`src/rtl/rvfi_retire_sequencer.sv`:
```
// rtl/rvfi_retire_sequencer.sv - RVFI retirement port driver fed by a buffered valid/ready record stream
`ifndef RISCV_FORMAL_NRET
`define RISCV_FORMAL_NRET 1
`endif
`ifndef RISCV_FORMAL_XLEN
`define RISCV_FORMAL_XLEN 32
`endif

module rvfi_retire_sequencer #(
    parameter int NRET  = `RISCV_FORMAL_NRET,
    parameter int XLEN  = `RISCV_FORMAL_XLEN,
    parameter int DEPTH = 4
) (
    input  logic                   clock,
    input  logic                   resetn,
    input  logic                   in_valid,
    output logic                   in_ready,
    input  logic [31:0]            in_insn,
    input  logic [XLEN-1:0]        in_pc,
    input  logic                   in_halt,
    input  logic                   stall,
    output logic [NRET-1:0]        rvfi_valid,
    output logic [64*NRET-1:0]     rvfi_order,
    output logic [32*NRET-1:0]     rvfi_insn,
    output logic [XLEN*NRET-1:0]   rvfi_pc_rdata,
    output logic [NRET-1:0]        rvfi_halt,
    output logic                   done
);

    localparam int PW = (DEPTH > 1) ? $clog2(DEPTH) : 1;
    localparam int CW = $clog2(DEPTH) + 1;

    logic [31:0]     mem_insn [DEPTH];
    logic [XLEN-1:0] mem_pc   [DEPTH];
    logic [DEPTH-1:0] mem_halt;

    logic [PW-1:0] wr_ptr;
    logic [PW-1:0] rd_ptr;
    logic [CW-1:0] count;
    logic [CW-1:0] k;
    logic [63:0]   next_order;
    logic          halt_seen;
    logic          push;
    logic          halt_pop;
    logic [NRET-1:0] pop_en;
    logic [PW-1:0] rd_idx [NRET];

    // Ready is purely a function of registered state so upstream never sees a loop through stall/valid.
    assign in_ready = (count < CW'(DEPTH)) && !halt_seen;
    assign push     = in_valid && in_ready;

    always_comb begin
        k        = '0;
        halt_pop = 1'b0;
        if (!stall) begin
            k = (count < CW'(NRET)) ? count : CW'(NRET);
        end
        for (int j = 0; j < NRET; j++) begin
            rd_idx[j] = PW'((int'(rd_ptr) + j) % DEPTH);
            pop_en[j] = CW'(j) < k;
            if (pop_en[j] && mem_halt[rd_idx[j]]) begin
                halt_pop = 1'b1;
            end
        end
    end

    // Storage needs no reset: count and the pointers define which entries are live.
    always_ff @(posedge clock) begin
        if (push) begin
            mem_insn[wr_ptr] <= in_insn;
            mem_pc[wr_ptr]   <= in_pc;
            mem_halt[wr_ptr] <= in_halt;
        end
    end

    always_ff @(posedge clock or negedge resetn) begin
        if (!resetn) begin
            wr_ptr        <= '0;
            rd_ptr        <= '0;
            count         <= '0;
            next_order    <= '0;
            halt_seen     <= 1'b0;
            done          <= 1'b0;
            rvfi_valid    <= '0;
            rvfi_halt     <= '0;
            rvfi_order    <= '0;
            rvfi_insn     <= '0;
            rvfi_pc_rdata <= '0;
        end else begin
            if (push) begin
                wr_ptr <= PW'((int'(wr_ptr) + 1) % DEPTH);
                if (in_halt) begin
                    halt_seen <= 1'b1;
                end
            end
            rd_ptr <= PW'((int'(rd_ptr) + int'(k)) % DEPTH);
            count  <= count + CW'(push) - k;
            if (k != '0) begin
                next_order <= next_order + 64'(k);
            end
            if (halt_pop) begin
                done <= 1'b1;
            end
            // Popped entries fill channels from 0 upward, so valid lanes are always contiguous.
            for (int j = 0; j < NRET; j++) begin
                rvfi_valid[j] <= pop_en[j];
                rvfi_halt[j]  <= pop_en[j] && mem_halt[rd_idx[j]];
                if (pop_en[j]) begin
                    rvfi_order[64*j +: 64]      <= next_order + 64'(j);
                    rvfi_insn[32*j +: 32]       <= mem_insn[rd_idx[j]];
                    rvfi_pc_rdata[XLEN*j +: XLEN] <= mem_pc[rd_idx[j]];
                end
            end
        end
    end

endmodule

```
`config.mk`:
```
export PLATFORM = sky130hd
export DESIGN_NAME = rvfi_retire_sequencer
export DESIGN_NICKNAME = d
export VERILOG_FILES = /design/src/rtl/rvfi_retire_sequencer.sv
export SDC_FILE = /design/constraint.sdc
export NUM_CORES = 1
export LEC_CHECK = 0
export CAP_MARGIN = 20
export CORE_UTILIZATION = 45
export DETAILED_ROUTE_END_ITERATION = 10
export DONT_BUFFER_PORTS = 1
export SYNTH_ARGS = -nofsm -noshare
export SYNTH_HDL_FRONTEND = slang
export SYNTH_SLANG_ARGS = --single-unit
```
`constraint.sdc`:
```
create_clock -name clock -period 2.9 [get_ports clock]
set_clock_uncertainty 0.05 [all_clocks]
set_input_delay 0.435 -clock clock [delete_from_list [all_inputs] [get_ports clock]]
set_output_delay 0.435 -clock clock [all_outputs]
set_load 0.05 [all_outputs]
```
==> metrics, run 1 <==
via/cell ratio 5.149; Critical Path Max Stage Delay 0.38 ns; RSZ-0062 raised after global routing yes; slowest cell on the critical path sky130_fd_sc_hd__dfrtp_1; Antenna Nets Post-Route 0; final HPWL from detailed placement 21.76 mm; vias 9633; clock slew seen by the registers of the worst setup and hold paths 0.06 ns; synthesized flop and latch total 463; combined flip-flop and latch cell area 12890 um^2; combinational cell fraction of total power 13.9%; warnings from Yosys 0; Int Power 0.01262 W; Std-Cell Core Area 38740 um^2; non-filler cells in the finished layout 1871; fraction of layout cells with a size suffix above 1 14.47%; final number of max-transition violations 0; Vert. Die Dim 200.4 um; clock network fraction of design power 32.4%; post-detailed-route DRC marker count 0; relative slew slack 61.09%; total routed wirelength 36.84 mm; critical path data arrival time 3.17 ns; peak clock frequency supported by timing 367.9 MHz; proportion of netlist area held by the largest area contributor 44.06%; max_cap viols 0; switching part of the total 33.26%; sequential share of the synthesized area 72.73%; average size of a mapped cell 14.63 um^2; NumNets Final 1391; Tightest Hold Check Type primary input to asynchronous set/reset pin; final hold violation count 203; final setup fails 0; Synth Net Count 1293; Clk Tree Root Cell sky130_fd_sc_hd__clkbuf_16; Max Fanout on Critical Path 7; CTS HTree Levels 2; Port Buffers 0; placed insts 1711; Area growth, synth to finish 17.63%; CTS tree yes; number of distinct library cell variants in the gate-level netlist after synthesis 39; full die area 40170 um^2; Horiz. Die Dim 200.4 um; violated checks negative hold slack; maximum buffer depth of the clock tree 3; CTS buffer count 47; power share of the sequential group 53.7%; post-synthesis instance area 17720 um^2; TritonRoute pass-1 iters 4; hold buffer count at CTS 65; VDD IR max 0.6336 mV; area taken by multi-input logic gates 4659 um^2; number of global-route vias before repair 10.30k; switching power summed over all nets 0.006292 W; initial core utilization 45.74%; Final Hold Slack -0.4980 ns; outcome finished with violations; power per cell area 907.5 nW/um^2; RD Place Congestion 0.8041; TritonCTS sink count 463; iteration-0 DRC count of the detailed router 432; kind of critical path register to register; I/O pin cnt 201; minimum clock period after layout 2.718 ns; clk_lat worst skew 0.58 ns; fill count 3249; number of buffers and inverters on the critical path 1; maximum number of pins on one net before global-route repair 204; top flip-flop cell by instance count after synthesis sky130_fd_sc_hd__edfxtp_1; Required @ worst endpoint 3.35 ns; slew at the pin closest to its max-slew limit 0.5837 ns; WL/cell 19.69 um; cell type with the highest aggregate area in the netlist sky130_fd_sc_hd__edfxtp_1; share of synthesized registers carrying an async set or reset 43.84%; number of flops mapped to enable cells by yosys 260; initial antenna violation count 6; setup slack on the worst flop-to-flop path 0.18 ns; overflow left after global routing 0; cell leakage power 8.539 nW; critical path launch point type register; top cells by area, synth sky130_fd_sc_hd__edfxtp_1 (44%), sky130_fd_sc_hd__dfrtp_1 (29%), sky130_fd_sc_hd__nand2_1 (8.6%); Total Routing Usage GR 19.09%; critical path, cell by cell inv_1 -> ha_1 -> nand2b_1 -> nor2b_4 -> ha_1 -> fa_2 -> a21oi_1 -> nor4_4 -> nand4_4 -> nor4_4 -> xor2_1; final period utilization 93.73%; critical path's top delay family simple AND/OR/NAND/NOR gates; wire length of the first global-routing pass 59.48 mm; standard-cell row count 72; number of instances in the synthesized netlist 1211; type of destination of the critical path register; TNS Setup 0 ns
-- registers in the layout (all words and copies together), names as in the netlist --
signal and flops:
halt_seen 1, rvfi_order 64, mem_halt 4, rvfi_insn 32, done 1, wr_ptr 2
rvfi_valid 1, rvfi_pc_rdata 32, next_order 64, rvfi_halt 1, mem_insn 128, count 3
rd_ptr 2, mem_pc 128
-- repair_timing --
action | CTS | global route
endpoints found under the setup margin | 3 | 9
setup buffers | 0 | 2
cloned | 0 | 0
resized for setup | 3 | 8
hold endpoints to repair | 464 | 203
pin swaps | 0 | 2
-- layout make-up --
cell class,instances,area share [%]
diodes,5,0.06003
clock buffers,69,6.477
clock inverters,19,1.129
inverters,16,0.3001
multi-input cells,687,22.35
flip-flops and latches,463,61.86
well taps,518,3.109
repair buffers,94,4.706
-- path summary, 6_finish.rpt --
| check | from | cells after the start | endpoint |
|---|---|---|---|
| worst max-delay path | count[1] | 11 | next_order[52] |
| worst min-delay path | resetn | 0 | rvfi_order[10] |
| worst max register to register | count[1] | 11 | next_order[52] |
| worst min register to register | halt_seen | 1 | halt_seen |
| max in group asynchronous | resetn | 0 | rvfi_pc_rdata[12] |
| min in group clock | stall | 2 | rvfi_order[3] |
-- cell usage after synthesis, types with 2 or more instances --
library cell	number
sky130_fd_sc_hd__a21o_1	2
sky130_fd_sc_hd__a21oi_1	2
sky130_fd_sc_hd__and2_0	2
sky130_fd_sc_hd__and2_1	2
sky130_fd_sc_hd__and3_1	7
sky130_fd_sc_hd__buf_2	19
sky130_fd_sc_hd__clkbuf_1	24
sky130_fd_sc_hd__dfrtp_1	203
sky130_fd_sc_hd__edfxtp_1	260
sky130_fd_sc_hd__fa_1	2
sky130_fd_sc_hd__ha_1	11
sky130_fd_sc_hd__inv_1	15
sky130_fd_sc_hd__mux4_2	65
sky130_fd_sc_hd__nand2_1	405
sky130_fd_sc_hd__nand2b_1	2
sky130_fd_sc_hd__nand3_1	19
sky130_fd_sc_hd__nand3_2	2
sky130_fd_sc_hd__nand4_1	15
sky130_fd_sc_hd__nand4_2	3
sky130_fd_sc_hd__nor2_1	28
sky130_fd_sc_hd__nor3_1	19
sky130_fd_sc_hd__nor4_1	11
sky130_fd_sc_hd__nor4_2	2
sky130_fd_sc_hd__nor4_4	2
sky130_fd_sc_hd__o21ai_0	10
sky130_fd_sc_hd__or2_2	2
sky130_fd_sc_hd__xnor2_1	24
sky130_fd_sc_hd__xor2_1	42
-- routing by layer --
metal  GRT usage, %  wire [um]  up-vias
met5              0         10        -
li1               -          -     4470
met4          5.916        833        2
met3          6.266       2536       59
met1          23.96      15270     4885
met2          31.47      18190      217
-- cell usage in the layout (no fill, tap or decap), types with 3 or more instances in the layout --
cell / netlist / routed
sky130_fd_sc_hd__nor4_2: 2 / 4
sky130_fd_sc_hd__dfrtp_1: 203 / 201
sky130_fd_sc_hd__nand4_1: 15 / 15
sky130_fd_sc_hd__nor2_1: 28 / 28
sky130_fd_sc_hd__clkbuf_1: 24 / 14
sky130_fd_sc_hd__clkbuf_16: 0 / 48
sky130_fd_sc_hd__and3_4: 0 / 4
sky130_fd_sc_hd__and3_1: 7 / 3
sky130_fd_sc_hd__clkbuf_8: 0 / 7
sky130_fd_sc_hd__xnor2_1: 24 / 24
sky130_fd_sc_hd__ha_1: 11 / 11
sky130_fd_sc_hd__bufinv_16: 0 / 4
sky130_fd_sc_hd__nor4_4: 2 / 3
sky130_fd_sc_hd__o21ai_0: 10 / 10
sky130_fd_sc_hd__buf_12: 0 / 9
sky130_fd_sc_hd__xor2_1: 42 / 42
sky130_fd_sc_hd__nand2_1: 405 / 405
sky130_fd_sc_hd__buf_4: 0 / 20
sky130_fd_sc_hd__diode_2: 0 / 5
sky130_fd_sc_hd__nand3_2: 2 / 3
sky130_fd_sc_hd__clkinv_2: 0 / 9
sky130_fd_sc_hd__edfxtp_1: 260 / 260
sky130_fd_sc_hd__nor4_1: 11 / 8
sky130_fd_sc_hd__nand3_1: 19 / 18
sky130_fd_sc_hd__dlygate4sd3_1: 0 / 65
sky130_fd_sc_hd__inv_1: 15 / 15
sky130_fd_sc_hd__mux4_2: 65 / 65
sky130_fd_sc_hd__nor3_1: 19 / 18
-- through the flow --
step	power [W]	setup WS (ns)	utilization [%]	instance area, um^2	hold WS, ns
2_1_floorplan	0.01200	0.2159	-	17720	0.08941
3_3_place_gp	0.01281	0.1601	47.80	18520	0.09422
3_5_place_dp	0.01288	-0.01486	47.80	18520	0.09420
4_1_cts	0.01920	0.05825	53.62	20770	-0.5387
5_1_grt	0.01977	-0.004376	53.81	20840	-0.5431
6_report	0.01892	0.1818	53.81	20840	-0.4980
-- worst reg2reg max path: cells and delay by family, from the launching register on --
family | cells | cell delay, ns
DFF | 1 | 0.38
AOI/OAI and AO/OA | 1 | 0.12
and+or+nand+nor | 5 | 1.18
xor gates and xnor gates | 1 | 0.18
adders and majority gates | 3 | 0.65
buffers and inverters | 1 | 0.08
-- power by group through the flow --
stage	logic (W)	clock network, W	registers, W
3_3_place_gp	0.00253	0	0.0103
5_1_grt	0.00297	0.00654	0.0103
4_1_cts	0.00270	0.00632	0.0102
3_5_place_dp	0.00259	0	0.0103
2_1_floorplan	0.00211	0	0.00989
6_report	0.00263	0.00614	0.0101
-- logic make-up after synthesis --
kind of cell | count (synthesis) | synth area share, %
xor gates and xnor gates | 66 | 3.262
buffers and inverters | 61 | 1.469
adders and majority gates | 13 | 1.003
AOI/OAI and AO/OA | 14 | 0.4237
muxes | 65 | 8.262
and+or+nand+nor | 529 | 12.85
DFF | 463 | 72.73
Note: power is estimated with default switching activity, not from simulation.
==> run 2, diff against run 1 <==
--- a/config.mk
+++ b/config.mk
@@ -7,6 +7,7 @@
 export LEC_CHECK = 0
 export CAP_MARGIN = 20
 export CORE_UTILIZATION = 45
+export CTS_CLUSTER_SIZE = 28
 export DETAILED_ROUTE_END_ITERATION = 10
 export DONT_BUFFER_PORTS = 1
 export SYNTH_ARGS = -nofsm -noshare
==> results of run 2 <==
Same layout as run 1: the final DEF is identical, and so are final timing and power.
==> run 3, diff against run 2 <==
--- a/config.mk
+++ b/config.mk
@@ -10,6 +10,7 @@
 export CTS_CLUSTER_SIZE = 28
 export DETAILED_ROUTE_END_ITERATION = 10
 export DONT_BUFFER_PORTS = 1
+export GPL_ROUTABILITY_DRIVEN = 0
 export SYNTH_ARGS = -nofsm -noshare
 export SYNTH_HDL_FRONTEND = slang
 export SYNTH_SLANG_ARGS = --single-unit
==> constraint.sdc (replaced) <==
create_clock -name clock -period 2.9 [get_ports clock]
set_clock_uncertainty 0.05 [all_clocks]
set_input_delay 0.29 -clock clock [delete_from_list [all_inputs] [get_ports clock]]
set_output_delay 0.29 -clock clock [all_outputs]
set_load 0.05 [all_outputs]
==> run 3 against run 2 <==
Effect of this change: the run still ends with negative hold slack left; wire length about the same; non-clock buffer count stayed put; final cell count unchanged; worst hold slack worse by 0.15 ns; sequential share of layout area grew 0.11 points; critical path depth is the same; combinational power barely moved; critical path type unchanged; highest routed layer unchanged.
==> metrics, run 3 (synthesis results as in run 1) <==
outcome finished with violations; violated checks negative hold slack; max_cap viols 0 (unchanged); Antenna Nets Post-Route 0 (unchanged); power per cell area 902.5 nW/um^2 (-0.55%); minimum clock period after layout 2.694 ns (-0.02407 ns); slowest cell on the critical path sky130_fd_sc_hd__dfrtp_1; final period utilization 92.90% (-0.83 points); post-CTS setup buffer count 0 (unchanged); CTS HTree Levels 2 (unchanged); type of destination of the critical path register; iteration-0 DRC count of the detailed router 467 (+8.1%); Horiz. Die Dim 200.4 um (unchanged); fill count 3201 (-1.5%); Design Area, Final 20810 um^2 (-0.18%); Regs by FF count mem_insn: 128 flops, mem_pc: 128 flops; area taken by multi-input logic gates 4659 um^2 (unchanged); full die area 40170 um^2 (unchanged); Setup WS post-layout 0.2058 ns (+0.02407 ns); Tightest Hold Check Type primary input to asynchronous set/reset pin; standard-cell row count 72 (unchanged); relative slew slack 55.42% (-5.7 points); number of global-route vias before repair 10.29k (-0.019%); post-detailed-route DRC marker count 0 (unchanged); maximum buffer depth of the clock tree 3 (unchanged); vias 9637 (+0.042%); combined flip-flop and latch cell area 12890 um^2 (unchanged); Critical Path Max Stage Delay 0.38 ns (about the same); final hold violation count 203 (unchanged); final HPWL from detailed placement 21.84 mm (+0.38%); total placed instance area 18520 um^2 (about the same); Total Routing Usage GR 19.00% (-0.085 points); most common cell after layout, fill and taps aside sky130_fd_sc_hd__nand2_1; placement-stage worst setup slack 0.05179 ns (+0.06664 ns); TNS Setup 0 ns (unchanged); CTS buffer count 48 (+2.1%); Clk Tree Root Cell sky130_fd_sc_hd__clkbuf_16; maximum number of pins on one net before global-route repair 204 (unchanged); kind of critical path register to register; Worst path most repeated cell sky130_fd_sc_hd__ha_1; NumNets Final 1392 (+0.072%); critical path data arrival time 3.14 ns (-0.03 ns); Area growth, synth to finish 17.42%; Final Hold Slack -0.6474 ns (-0.1494 ns); reg-to-reg startpoint count[1]; final number of max-transition violations 0 (unchanged); critical path's top delay family simple AND/OR/NAND/NOR gates; Vert. Die Dim 200.4 um (unchanged); clk_lat worst skew 0.58 ns (about the same); initial core utilization 45.74% (unchanged); critical path launch point type register; launching element of the worst setup path count[1]; final core area utilization 53.71% (-0.097 points); Std-Cell Core Area 38740 um^2 (unchanged); Required @ worst endpoint 3.34 ns (about the same); most used cells in the layout excluding fill and tap cells sky130_fd_sc_hd__nand2_1 (405), sky130_fd_sc_hd__edfxtp_1 (260), sky130_fd_sc_hd__dfrtp_1 (201); TritonCTS sink count 463 (unchanged); critical path, cell by cell inv_1 -> ha_1 -> nand2b_1 -> nor2b_2 -> ha_1 -> fa_1 -> a21oi_2 -> nor4_4 -> nand3_1 -> nor4_1 -> xor2_1; cell leakage power 8.495 nW (-0.51%); initial antenna violation count 4 (-2); WL/cell 19.69 um (about the same); total routed wirelength 36.84 mm (about the same); final setup fails 0 (unchanged); slew at the pin closest to its max-slew limit 0.6687 ns (+0.08499 ns); overall power of the completed layout 0.01878 W (-0.73%); peak clock frequency supported by timing 371.2 MHz (+0.89%); clock slew seen by the registers of the worst setup and hold paths 0.06 ns (about the same); I/O pin cnt 201 (unchanged); fraction of layout cells with a size suffix above 1 14.44% (-0.021 points); VDD IR max 0.6546 mV (+3.3%); wire length of the first global-routing pass 59.18 mm (-0.50%); Max Fanout on Critical Path 4 (-3); number of buffers and inverters on the critical path 1 (unchanged); hold buffer count at CTS 66 (+1.5%); CTS tree yes; Port Buffers 0 (unchanged); overflow left after global routing 0 (unchanged); via/cell ratio 5.151 (about the same); TritonRoute pass-1 iters 4 (unchanged)
[run 3: changes by cell type in the layout (fill, tap and decap cells not counted), sizes merged]
cell	before	now
bufinv	4	3
inv	18	17
clkinv	12	19
dlygate4sd3	65	66
clkinvlp	1	2
clkbuf	69	65
diode	5	3
buf	29	28
[run 3: cell type report]
type	instances	area share, %
clock buffers	65	6.272
clock inverters	25	1.179
diodes	3	0.03608
repair buffers	94	4.727
multi-input cells	687	22.39
well taps	518	3.115
flip-flops and latches	463	61.98
inverters	16	0.3007
[run 3: worst paths after layout]
check | end | cells after the start | slack (ns)
min in group clock | wr_ptr[0] | 2 | 0.06
worst min register to register | halt_seen | 1 | 0.43
worst max register to register | next_order[62] | 11 | 0.21
worst max-delay path | next_order[62] | 11 | 0.21
max in group asynchronous | next_order[39] | 0 | 3.22
worst min-delay path | rvfi_order[9] | 0 | -0.65
[run 3: power by group]
part / leakage, nW / switching, W / internal [W]
Combinational: 2.76 / 0.00130 / 0.00134
Clock: 0.757 / 0.00257 / 0.00345
Sequential: 4.98 / 0.00245 / 0.00766
[run 3: metal layers]
layer	global-route usage [%]	vias to the layer above	routed length, um	share of wire, %
li1	-	4468	-	-
met2	31.35	222	18030	49
met3	5.097	64	2397	6.5
met4	6.107	2	828	2.2
met1	24.56	4881	15570	42
met5	0	-	13	0.035
[run 3: per-stage QoR]
stage               hold slack (ns)  cells
floorplan                  -0.05559   1211
global placement           -0.05009   1712
detailed placement         -0.05091   1712
CTS                         -0.6881   1868
global route                -0.6820   1871
finish                      -0.6474   1871
[run 3: repair_timing]
action,in CTS,in global routing
setup endpoints to repair,0,19
resized for setup,0,11
endpoints found under the hold margin,467,203
